**src/rtl/ps2_packet_receiver.sv**
```systemverilog
// PS/2 receiver: synchronises and glitch-filters the PS/2 lines, decodes 11-bit frames
// and assembles validated bytes into fixed-length packets (mouse style).
module ps2_packet_receiver #(
  parameter int FILTER_LEN  = 4,
  parameter int PKT_BYTES   = 3,
  parameter int TIMEOUT_CYC = 5000,
  parameter int CHECK_SYNC  = 1
) (
  input  logic                   CLK,
  input  logic                   RST,
  input  logic                   PS2CLK,
  input  logic                   PS2DATA,
  input  logic                   tx_idle,
  output logic [7:0]             dataout,
  output logic                   rx_done,
  output logic [8*PKT_BYTES-1:0] packet,
  output logic                   pkt_valid,
  output logic                   STREAM,
  output logic                   FAIL,
  output logic [1:0]             err_code
);

  localparam int FW = $clog2(FILTER_LEN + 1);
  localparam int TW = $clog2(TIMEOUT_CYC + 1);
  localparam int IW = $clog2(PKT_BYTES + 1);

  typedef enum logic [1:0] {S_IDLE, S_DATA, S_PARITY, S_STOP} state_t;

  state_t                   state_q, state_d;
  logic [1:0]               clk_sync_q, dat_sync_q;
  logic                     filt_clk_q, filt_clk_d;
  logic [FW-1:0]            filt_cnt_q, filt_cnt_d;
  logic                     strobe_q, strobe_d;
  logic [2:0]               bit_cnt_q, bit_cnt_d;
  logic [7:0]               shift_q, shift_d;
  logic                     par_bad_q, par_bad_d;
  logic [TW-1:0]            to_cnt_q, to_cnt_d;
  logic [IW-1:0]            idx_q, idx_d;
  logic [7:0]               slots_q [PKT_BYTES], slots_d [PKT_BYTES];
  logic [7:0]               dataout_q, dataout_d;
  logic [8*PKT_BYTES-1:0]   packet_q, packet_d;
  logic                     rx_done_q, rx_done_d;
  logic                     pkt_valid_q, pkt_valid_d;
  logic                     stream_q, stream_d;
  logic                     fail_q, fail_d;
  logic [1:0]               err_q, err_d;
  logic                     dat;
  logic                     timeout;

  assign dat     = dat_sync_q[1];
  assign timeout = stream_q && (to_cnt_q == TW'(TIMEOUT_CYC - 1));

  always_ff @(posedge CLK or negedge RST) begin
    if (!RST) state_q <= S_IDLE;
    else      state_q <= state_d;
  end

  always_comb begin
    state_d = state_q;
    if (!tx_idle || timeout) begin
      state_d = S_IDLE;
    end else if (strobe_q) begin
      case (state_q)
        S_IDLE:   if (!dat) state_d = S_DATA;
        S_DATA:   if (bit_cnt_q == 3'd7) state_d = S_PARITY;
        S_PARITY: state_d = S_STOP;
        default:  state_d = S_IDLE;
      endcase
    end
  end

  always_comb begin
    // The filtered clock only moves after FILTER_LEN consecutive disagreeing samples.
    filt_clk_d = filt_clk_q;
    filt_cnt_d = '0;
    if (clk_sync_q[1] != filt_clk_q) begin
      if (filt_cnt_q == FW'(FILTER_LEN - 1)) filt_clk_d = clk_sync_q[1];
      else                                   filt_cnt_d = filt_cnt_q + 1'b1;
    end
    strobe_d = filt_clk_q & ~filt_clk_d;

    bit_cnt_d   = bit_cnt_q;
    shift_d     = shift_q;
    par_bad_d   = par_bad_q;
    idx_d       = idx_q;
    slots_d     = slots_q;
    dataout_d   = dataout_q;
    packet_d    = packet_q;
    rx_done_d   = 1'b0;
    pkt_valid_d = 1'b0;
    fail_d      = 1'b0;
    err_d       = err_q;
    to_cnt_d    = (strobe_q || !stream_q) ? '0 : to_cnt_q + 1'b1;

    if (!tx_idle) begin
      idx_d = '0;
    end else if (timeout) begin
      idx_d    = '0;
      fail_d   = 1'b1;
      err_d    = 2'b11;
      to_cnt_d = '0;
    end else if (strobe_q) begin
      case (state_q)
        S_IDLE: begin
          bit_cnt_d = '0;
        end
        S_DATA: begin
          shift_d   = {dat, shift_q[7:1]};
          bit_cnt_d = bit_cnt_q + 1'b1;
        end
        S_PARITY: begin
          par_bad_d = ~(^{dat, shift_q});
        end
        default: begin
          if (par_bad_q) begin
            fail_d = 1'b1;
            err_d  = 2'b01;
            idx_d  = '0;
          end else if (!dat) begin
            fail_d = 1'b1;
            err_d  = 2'b10;
            idx_d  = '0;
          end else begin
            dataout_d = shift_q;
            rx_done_d = 1'b1;
            // A leading byte without the sync bit is reported but not stored.
            if (CHECK_SYNC != 0 && idx_q == '0 && !shift_q[3]) begin
              idx_d = '0;
            end else if (idx_q == IW'(PKT_BYTES - 1)) begin
              for (int k = 0; k < PKT_BYTES - 1; k++) packet_d[8*k +: 8] = slots_q[k];
              packet_d[8*(PKT_BYTES-1) +: 8] = shift_q;
              pkt_valid_d = 1'b1;
              idx_d       = '0;
            end else begin
              slots_d[idx_q] = shift_q;
              idx_d          = idx_q + 1'b1;
            end
          end
        end
      endcase
    end

    stream_d = (state_d != S_IDLE) || (idx_d != '0);
  end

  always_ff @(posedge CLK or negedge RST) begin
    if (!RST) begin
      clk_sync_q  <= 2'b11;
      dat_sync_q  <= 2'b11;
      filt_clk_q  <= 1'b1;
      filt_cnt_q  <= '0;
      strobe_q    <= 1'b0;
      bit_cnt_q   <= '0;
      shift_q     <= '0;
      par_bad_q   <= 1'b0;
      to_cnt_q    <= '0;
      idx_q       <= '0;
      for (int k = 0; k < PKT_BYTES; k++) slots_q[k] <= '0;
      dataout_q   <= '0;
      packet_q    <= '0;
      rx_done_q   <= 1'b0;
      pkt_valid_q <= 1'b0;
      stream_q    <= 1'b0;
      fail_q      <= 1'b0;
      err_q       <= '0;
    end else begin
      clk_sync_q  <= {clk_sync_q[0], PS2CLK};
      dat_sync_q  <= {dat_sync_q[0], PS2DATA};
      filt_clk_q  <= filt_clk_d;
      filt_cnt_q  <= filt_cnt_d;
      strobe_q    <= strobe_d;
      bit_cnt_q   <= bit_cnt_d;
      shift_q     <= shift_d;
      par_bad_q   <= par_bad_d;
      to_cnt_q    <= to_cnt_d;
      idx_q       <= idx_d;
      slots_q     <= slots_d;
      dataout_q   <= dataout_d;
      packet_q    <= packet_d;
      rx_done_q   <= rx_done_d;
      pkt_valid_q <= pkt_valid_d;
      stream_q    <= stream_d;
      fail_q      <= fail_d;
      err_q       <= err_d;
    end
  end

  assign dataout   = dataout_q;
  assign packet    = packet_q;
  assign rx_done   = rx_done_q;
  assign pkt_valid = pkt_valid_q;
  assign STREAM    = stream_q;
  assign FAIL      = fail_q;
  assign err_code  = err_q;

endmodule

```
**config.mk**
```make
export PLATFORM = sky130hd
export DESIGN_NAME = ps2_packet_receiver
export DESIGN_NICKNAME = d
export VERILOG_FILES = /design/src/rtl/ps2_packet_receiver.sv
export SDC_FILE = /design/constraint.sdc
export NUM_CORES = 1
export LEC_CHECK = 0
export BUFFER_PORTS_ARGS = -buffer_cell sky130_fd_sc_hd__buf_2
export CAP_MARGIN = 20
export CORE_MARGIN = 2
export CORE_UTILIZATION = 40
export DETAILED_ROUTE_END_ITERATION = 12
export GPL_ROUTABILITY_DRIVEN = 1
export PLACE_DENSITY = 0.62
export SYNTH_ARGS = -nofsm -noshare
export SYNTH_HDL_FRONTEND = slang
export SYNTH_SLANG_ARGS = --single-unit
```
**constraint.sdc**
```tcl
create_clock -name CLK -period 3.15 [get_ports CLK]
set_clock_uncertainty 0.05 [all_clocks]
set_input_delay 0.4725 -clock CLK [delete_from_list [all_inputs] [get_ports CLK]]
set_output_delay 0.4725 -clock CLK [all_outputs]
set_load 0.01 [all_outputs]
```
==> flow_summary.yaml <==
synth:
  yosysTopAreaCell: "dfrtp_1"
  synth_cell_types: 43
  syn_nets: 293
  synthesis.area_um2: 3920
  syn_inst: 284
  ys_top_cells_by_area: "dfrtp_1, mux2_2, mux2_4, dfstp_2, xor2_1"
  ys_ff_latch: 92
  yosysSeqAreaShare: 0.589
  synth_area_per_cell_um2: 13.8
  ys_warn_count: 0
  netlist.area_leader.share: 0.556
timing:
  fin_crit_sh: 0.786
  finalSetupTns_ns: 0
  rsz0062_at_grt: "no"
  finalHoldViolations: 0
  finalSetupViolCount: 0
  worst_pin_slew_ns: 0.739
  slew_headroom: 0.505
  fmax_ghz: 0.404
  drv_slew: 0
  fin_crit_ns: 2.47
final_layout:
  drive_above_1_share: 0.387
  antennaDiodeCount: 0
  nFillCells: 894
  mostFrequentLayoutCell: "dfrtp_1"
  final-seq-area_um2: 2310
  final_util: 0.465
  final_nets: 340
  stdcell_count: 469
  multi_input_area_um2: 1540
  syn_to_final_growth_pct: 14.5
  final_cell_mix: "dfrtp_1, buf_2, mux2_2"
floorplanning:
  start_util: 0.406
  core_area_um2: 9640
  io_pins: 43
  die_w_um: 103
  placementRows: 36
  die-area_um2: 10600
  die_h_um: 103
grt:
  use_met2: 0.212
  grt_use_total: 0.143
  antenna_found_initial: 0
  grtUsageMet1: 0.196
  grt_pass1_wl_mm: 11.5
  grt-busiest-layer: "met2"
  met3_usage: 0.0434
  grt_pass1_vias: 2308
  grt_max_degree: 93
  grt_overflow_total: 0
worst_setup_path:
  rr_startpoint: "to_cnt_q[0]$_DFF_PN0_"
  r2r-end: "packet[4]$_DFFE_PN0P_"
  cp-start-kind: "flop"
  required_ns: 3.35
  worst-r2r-cell-count: 6
  r2r_setup_slack_ns: 0.68
  crit_arrival_ns: 2.67
  crit_type: "reg2reg"
  crit_fanout: 25
  endpoint_kind: "flop"
place:
  placedCellCount: 453
  io_buffers: 42
  hpwl_mm: 4.56
  routabilityCongestion: 0.826
clock_tree:
  cts_buffer_depth: 2
  insertion_delay_ns: 0.36
  clock_sinks: 92
  cts_post_setup_buffers_inserted: 0
  cts_resized: 0
  cts_tree: "yes"
  clkTransAtPathRegs_ns: 0.09
  cts-buffers-inserted: 9
  cts_hold_buf: 0
  cts_max_level: 3
  cts_root_buf: "clkbuf_8"
job:
  drv_cap: 0
pwr:
  p_leak_nw: 2.21
  vdd_ir_drop_max_mv: 0.269
  power_w: 0.00216
  cellPowerDensity_nw_per_um2: 481
detailed_routing:
  drt_first_pass_iters: 4
  dr.first_iter.drc_count: 76
  routed_wl_mm: 7.02
  drt-wirelength-per-cell_um: 15.0
  vias: 2323
  postRouteAntennaNets: 0
  drcViolationCount: 0
  viasPerCell: 4.95
status:
  status: "complete, no violations"
min_path:
  worst_hold_path_type: "in2async"
routing by layer:
layer | wire, um | part of all wire | vias to the layer above
li1 | - | - | 1086
met1 | 3320 | 0.47 | 1191
met2 | 3310 | 0.47 | 37
met3 | 294 | 0.042 | 9
met4 | 87 | 0.012 | 0
met5 | 0 | 0 | -
layout make-up:
class	count	share of cell area
clock inverter	6	0.0159
inverter	7	0.00586
sequential	92	0.515
timing repair buffer	44	0.0535
tap	133	0.0371
clock buffer	10	0.0307
multi-input combinational	177	0.342
power breakdown:
part | internal, W | switching (W) | total (W)
Combinational | 0.0000416 | 0.0000566 | 0.0000982
Clock | 0.000397 | 0.000420 | 0.000817
Sequential | 0.00122 | 0.0000220 | 0.00124
per-stage QoR:
step	setup slack, ns	hold WS, ns	area [um2]
2_1_floorplan	0.966	0.127	3920
3_3_place_gp	0.733	0.296	4280
3_5_place_dp	0.679	0.303	4280
4_1_cts	0.676	0.105	4490
5_1_grt	0.527	0.100	4490
6_report	0.675	0.0917	4490
cells in the mapped netlist:
master,instances
a211o_1,1
a21oi_1,5
a22oi_1,1
a31oi_1,1
a41oi_1,1
and2_1,3
and3_1,4
and3b_1,1
and4_1,2
and4_2,1
buf_2,1
buf_6,2
clkbuf_1,5
dfrtp_1,87
dfstp_2,5
ha_1,4
inv_1,7
mux2_2,38
mux2_4,19
mux2i_1,2
nand2_1,11
nand2b_1,3
nand3_1,7
nand4_1,6
nand4bb_1,1
nor2_1,23
nor2_2,1
nor2b_1,4
nor3_1,5
nor3_2,1
nor3b_1,3
nor4_1,1
nor4_4,1
o21ai_0,2
o22a_1,1
o32ai_1,1
o41a_2,1
o41ai_4,1
or2b_4,1
or3_4,1
xnor2_1,7
xnor3_1,1
xor2_1,11
state kept, by name (all words and copies together) (netlist names):
| register | count |
|---|---|
| slots_q | 16 |
| filt_cnt_q | 3 |
| clk_sync_q | 2 |
| dat_sync_q | 2 |
| pkt_valid | 1 |
| to_cnt_q | 13 |
| bit_cnt_q | 3 |
| rx_done | 1 |
| shift_q | 8 |
| FAIL | 1 |
| strobe_q | 1 |
| packet | 24 |
| state_q | 2 |
| dataout | 8 |
| STREAM | 1 |
| filt_clk_q | 1 |
| par_bad_q | 1 |
| idx_q | 2 |
| err_code | 2 |
kinds of logic (layout without fill, tap and decap cells):
logic type / Yosys count / after routing / synth area share
AO/OA/AOI/OAI: 15 / 15 / 0.0316
XOR/XNOR: 19 / 19 / 0.0460
adder cells (fa/ha/maj): 4 / 4 / 0.0128
buffers and inverters: 15 / 67 / 0.0185
flip-flops: 92 / 92 / 0.589
multiplexers: 59 / 59 / 0.187
AND/OR/NAND/NOR: 80 / 80 / 0.115
critical path: stages, from the launching register on:
cell,delay (ns)
dfrtp_1,0.42
ha_1,0.28
nand4_1,0.23
o41ai_4,0.66
nor4_4,0.07
buf_4,0.30
mux2_4,0.35
how the worst max path moves through the flow:
stage	startpoint	end	slack, ns
finish	to_cnt_q[0]$_DFF_PN0_	packet[4]$_DFFE_PN0P_	0.68
CTS	to_cnt_q[0]$_DFF_PN0_	packet[14]$_DFFE_PN0P_	0.68
global placement	to_cnt_q[0]$_DFF_PN0_	packet[1]$_DFFE_PN0P_	0.73
global route	to_cnt_q[0]$_DFF_PN0_	packet[10]$_DFFE_PN0P_	0.53
floorplan	to_cnt_q[5]$_DFF_PN0_	packet[0]$_DFFE_PN0P_	0.97
detailed placement	to_cnt_q[0]$_DFF_PN0_	packet[2]$_DFFE_PN0P_	0.68
Note: power is estimated with default switching activity, not from simulation.
